===== src/rtl/jzjpcc_memory.sv =====
// jzjpcc RV32I memory stage: captures the execute request, runs one bus
// access at a time, formats load data and registers the writeback result.
// Params: DMEM_ADDR_MAX_B (highest driven bus address bit, default 31).
// Macro : JZJPCC_MEM_MISALIGN_TRAP_EN enables the misalignment check.
// Ports : clock/reset (async, active-high); *_execute request inputs;
//         bus* request/ready data bus; stall_memory upstream hold;
//         *_writeback result register; misaligned_memory sticky flag.
module jzjpcc_memory #(
  parameter int DMEM_ADDR_MAX_B = 31
) (
  input  logic        clock,
  input  logic        reset,
  input  logic [29:0] memAddress_execute,
  input  logic [1:0]  byteOffset_execute,
  input  logic [31:0] memDataToWrite_execute,
  input  logic [3:0]  memByteMask_execute,
  input  logic        memRead_execute,
  input  logic        memWrite_execute,
  input  logic [2:0]  loadFunct3_execute,
  input  logic [31:0] aluResult_execute,
  input  logic [4:0]  rdAddr_execute,
  input  logic        rdWriteEnable_execute,
  output logic        busRequest,
  output logic        busWrite,
  output logic [29:0] busAddress,
  output logic [31:0] busWriteData,
  output logic [3:0]  busByteEnable,
  input  logic        busReady,
  input  logic [31:0] busReadData,
  output logic        stall_memory,
  output logic [31:0] rdWriteData_writeback,
  output logic [4:0]  rdAddr_writeback,
  output logic        rdWriteEnable_writeback,
  output logic        misaligned_memory
);

  typedef struct packed {
    logic        valid;
    logic [29:0] addr;
    logic [1:0]  off;
    logic [31:0] wdata;
    logic [3:0]  mask;
    logic        rd_en;
    logic        wr_en;
    logic [2:0]  funct3;
    logic [31:0] alu;
    logic [4:0]  rd;
    logic        rd_we;
  } m_t;

  typedef enum logic {IDLE, ACCESS} state_t;

  localparam logic [31:0] FULL_MASK =
    (DMEM_ADDR_MAX_B >= 31) ? 32'hFFFF_FFFF :
    ((32'd1 << (DMEM_ADDR_MAX_B + 1)) - 32'd1);
  localparam logic [29:0] ADDR_MASK = FULL_MASK[31:2];

  m_t     m_q;
  m_t     m_d;
  state_t state;
  logic   mis;
  logic   [31:0] load_data;
  logic   [31:0] wb_data;
  logic   wb_we;
  logic   [7:0]  lane_b;
  logic   [15:0] lane_h;

  assign state = (m_q.valid && (m_q.rd_en || m_q.wr_en))
               ? ACCESS : IDLE;
  assign stall_memory = (state == ACCESS) && !busReady;

`ifdef JZJPCC_MEM_MISALIGN_TRAP_EN
  logic ld_half;
  logic ld_word;
  logic st_half;
  logic st_word;
  logic off_odd;
  logic off_nz;
  logic mis_q;

  always_comb begin
    ld_half = loadFunct3_execute[1:0] == 2'b01;
    ld_word = loadFunct3_execute[1:0] == 2'b10;
    st_half = $countones(memByteMask_execute) == 2;
    st_word = memByteMask_execute == 4'hF;
    off_odd = byteOffset_execute[0];
    off_nz  = byteOffset_execute != 2'b00;
    mis = 1'b0;
    if (memRead_execute)
      mis = (ld_half && off_odd) || (ld_word && off_nz);
    else if (memWrite_execute)
      mis = (st_half && off_odd) || (st_word && off_nz);
  end

  always_ff @(posedge clock or posedge reset) begin
    if (reset)
      mis_q <= 1'b0;
    else if (!stall_memory && mis)
      mis_q <= 1'b1;
  end

  assign misaligned_memory = mis_q;
`else
  assign mis = 1'b0;
  assign misaligned_memory = 1'b0;
`endif

  // A misaligned op enters M as a plain non-memory op with rd write
  // suppressed, so it never reaches ACCESS.
  always_comb begin
    m_d        = '0;
    m_d.valid  = 1'b1;
    m_d.addr   = memAddress_execute;
    m_d.off    = byteOffset_execute;
    m_d.wdata  = memDataToWrite_execute;
    m_d.mask   = memByteMask_execute;
    m_d.rd_en  = memRead_execute && !mis;
    m_d.wr_en  = memWrite_execute && !mis;
    m_d.funct3 = loadFunct3_execute;
    m_d.alu    = aluResult_execute;
    m_d.rd     = rdAddr_execute;
    m_d.rd_we  = rdWriteEnable_execute && !mis;
  end

  always_comb begin
    lane_b = 8'h00;
    unique case (m_q.off)
      2'd0: lane_b = busReadData[7:0];
      2'd1: lane_b = busReadData[15:8];
      2'd2: lane_b = busReadData[23:16];
      2'd3: lane_b = busReadData[31:24];
      default: lane_b = 8'h00;
    endcase
    lane_h = m_q.off[1] ? busReadData[31:16]
                        : busReadData[15:0];
    load_data = 32'h0;
    unique case (m_q.funct3)
      3'b000: load_data = {{24{lane_b[7]}}, lane_b};
      3'b001: load_data = {{16{lane_h[15]}}, lane_h};
      3'b010: load_data = busReadData;
      3'b100: load_data = {24'h0, lane_b};
      3'b101: load_data = {16'h0, lane_h};
      default: load_data = 32'h0;
    endcase
  end

  always_comb begin
    wb_data = m_q.rd_en ? load_data : m_q.alu;
    wb_we   = m_q.valid && m_q.rd_we && !m_q.wr_en;
  end

  always_ff @(posedge clock or posedge reset) begin
    if (reset) begin
      m_q                     <= '0;
      rdWriteData_writeback   <= 32'h0;
      rdAddr_writeback        <= 5'h0;
      rdWriteEnable_writeback <= 1'b0;
    end else if (!stall_memory) begin
      m_q                     <= m_d;
      rdWriteData_writeback   <= wb_data;
      rdAddr_writeback        <= m_q.rd;
      rdWriteEnable_writeback <= wb_we;
    end
  end

  always_comb begin
    busRequest    = 1'b0;
    busWrite      = 1'b0;
    busAddress    = 30'h0;
    busWriteData  = 32'h0;
    busByteEnable = 4'h0;
    if (state == ACCESS) begin
      busRequest    = 1'b1;
      busWrite      = m_q.wr_en;
      busAddress    = m_q.addr & ADDR_MASK;
      busWriteData  = m_q.wr_en ? m_q.wdata : 32'h0;
      busByteEnable = m_q.wr_en ? m_q.mask : 4'h0;
    end
  end

endmodule


===== config.mk =====
export PLATFORM = sky130hd
export DESIGN_NAME = jzjpcc_memory
export DESIGN_NICKNAME = d
export VERILOG_FILES = /design/src/rtl/jzjpcc_memory.sv
export SDC_FILE = /design/constraint.sdc
export NUM_CORES = 1
export LEC_CHECK = 0
export ABC_CLOCK_PERIOD_IN_PS = 13850
export CAP_MARGIN = 20
export CORE_ASPECT_RATIO = 0.5
export CORE_UTILIZATION = 40
export DETAILED_ROUTE_END_ITERATION = 10
export PLACE_DENSITY_LB_ADDON = 0.05
export SLEW_MARGIN = 20
export SYNTH_ARGS = -nofsm -noshare
export SYNTH_HDL_FRONTEND = slang
export SYNTH_SLANG_ARGS = --single-unit

===== constraint.sdc =====
create_clock -name clock -period 13.85 [get_ports clock]
set_clock_uncertainty 0.15 [all_clocks]
set_input_delay 1.385 -clock clock [delete_from_list [all_inputs] [get_ports clock]]
set_output_delay 1.385 -clock clock [all_outputs]
set_load 0.1 [all_outputs]

==> metrics.yaml <==
clocking:
  hold_buffers: 0
  clkTransAtPathRegs_ps: 70
  cts.sinks: 150
  clock_latency_ps: 400
  clockBufferDepth: 2
  cts_buffers: 17
  post_cts_resized: 0
  cts_tree: "done"
  clockRootBuffer: "clkbuf_16"
  htreeDepth: 4
  cts_setup_buffers: 0
worst_setup_path:
  crit_top_cell: "clkdlybuf4s50_1"
  critical_path.max_fanout: 50
  r2r_slack_ps: 10340
  crit_path_start_kind: "primary input"
  critical_path_class: "in2out"
  worstPathRequired_ps: 12310
  end_kind: "primary output"
  max_stage_delay_ps: 1260
  path_cells: "clkdlybuf4s50_1 -> nor2b_1 -> o21ai_4 -> clkinv_2 -> clkdlybuf4s50_1"
  cp_slowest_cell: "clkdlybuf4s50_1"
  crit_arrival_ps: 3910
final_layout:
  final_cell_mix: "nand2_1, clkdlybuf4s50_1, dfrtp_1, o21ai_0, and3_1"
  final_area_mm2: 0.0103
  instances_no_fill: 1278
  fin_nets: 1184
  final_common_cell: "nand2_1"
  num-fill-cells: 1485
  n_antenna_cell: 0
  drive_gt1_share_pct: 6.09
  fin_util_pct: 61.2
  syn_to_final_growth_pct: 45.4
global_routing:
  grt_max_degree: 111
  grt_busiest_layer: "met2"
  grt_pass1_wl_um: 31700
  grt_use_met1_pct: 31.7
  grt_pass1_vias: 5983
  grt_antenna_before_repair: 0
  grt.overflow.total: 0
  grt_use_total_pct: 22.3
  use_met3_pct: 5.83
  met2_usage_pct: 34.4
logic_synthesis:
  synth.top_cells.by_area: "dfrtp_1, nand2_1, and3_1"
  syn_avg_cell_area_um2: 8.60
  synth_ff_type: "dfrtp_1"
  yosysWarnings: 0
  synthCells: 822
  synth_cell_type_count: 42
  yosysTopAreaCellShare_pct: 53.1
  syn_area_mm2: 0.00707
  ys_ff_latch: 150
  synth-edff-count: 0
  synth_nets: 968
  yosysSeqAreaShare_pct: 53.1
  async_flop_share_pct: 100
  yosys.area.top_type: "dfrtp_1"
drt:
  drcViolationCount: 0
  routed_wl_um: 20100
  drtIter0Drc: 369
  antenna_left: 0
  drt-wirelength-per-cell_um: 15.8
  dr.pass1.iters: 5
  vias: 6279
  routed_via_density: 4.91
placed_design:
  port_buffers: 252
  place_ws_ps: 8350
  place_area_mm2: 0.00968
  hpwl_um: 13800
  gp_congestion: 0.858
  placedCellCount: 1246
timing:
  max_freq_mhz: 184
  fin_hold_ws_ps: 310
  fin_crit_sh_pct: 39.3
  finalSetupViolCount: 0
  relSlewSlack_pct: 30.2
  fin_crit_ps: 5440
  fin_setup_tns_ps: 0
  worstMarginPinSlew_ps: 1050
  rsz0062_at_grt: "no"
  drv_slew: 0
  hold_viol: 0
  fin_ws_ps: 8410
floorplanning:
  die_h_um: 96.0
  core-area_mm2: 0.0168
  ios: 254
  start_util_pct: 42.1
  die-area_mm2: 0.0182
  rows: 33
  fp.dieW_um: 190
outcome:
  status: "finished, final reports clean"
worst_hold_path:
  worstHoldPathType: "reg2reg"
power:
  ir_drop_uv: 102
  p_leak_nw: 4.78
  p_total_mw: 1.46
  power.density_mw_per_mm2: 142
flow_run:
  maxCapViolCount: 0
cell type report:
cell class / count / area, um2 / area share [%]
clock buffers: 20 / 457 / 4.44
flip-flops and latches: 150 / 3750 / 36.5
repair buffers: 259 / 2570 / 25.0
inverters: 22 / 88.8 / 0.864
clock inverters: 12 / 141 / 1.38
multi-input cells: 588 / 2980 / 29.0
well taps: 227 / 284 / 2.76
metal layers:
metal,vias up,part of all wire [%]
met2,177,45
met4,0,0.66
met3,16,7.3
met1,2973,47
li1,3113,-
met5,-,0
kinds of logic after synthesis:
group	synth area share, %
buffers and inverters	4.90
and+or+nand+nor	27.3
AOI/OAI and AO/OA	11.9
other	0.106
DFF	53.1
muxes	2.62
flip-flops by register name, indices dropped and copies added (netlist names):
name                     count
rdWriteEnable_writeback      1
m_q                        112
rdWriteData_writeback       32
rdAddr_writeback             5
critical path: cells and delay by family:
family | cells | cell delay, ps
simple gates | 1 | 280
compound gates | 1 | 100
buf+inv | 3 | 2140
power breakdown:
part	leakage, nW	internal (mW)	total, mW	switching (mW)
logic	2.69	0.135	0.469	0.334
registers	1.80	0.485	0.518	0.0323
clock network	0.288	0.278	0.472	0.193
total	4.78	0.899	1.46	0.560
path summary, 6_finish.rpt:
path | startpoint | to | cells after the start
max in group asynchronous | reset | rdAddr_writeback[4] | 3
worst min-delay path | m_q[99] | m_q[99] | 2
min in group asynchronous | reset | m_q[97] | 2
worst max register to register | m_q[111] | rdWriteData_writeback[2] | 6
worst min register to register | m_q[99] | m_q[99] | 2
worst max-delay path | busReady | stall_memory | 5
synth_stat cells, types with 7 or more instances:
library cell  instances
mux2_2                8
dfrtp_1             150
and2_1               31
nor3b_1              15
mux2i_1               8
buf_1                 7
clkbuf_1             47
nand2_1             335
o22a_1               22
a221oi_1              8
and3_1               36
a21oi_2              10
a21oi_1              21
o21ai_0              42
inv_1                21
nor2_1               10
No activity file was read; power rests on OpenSTA's default activity.
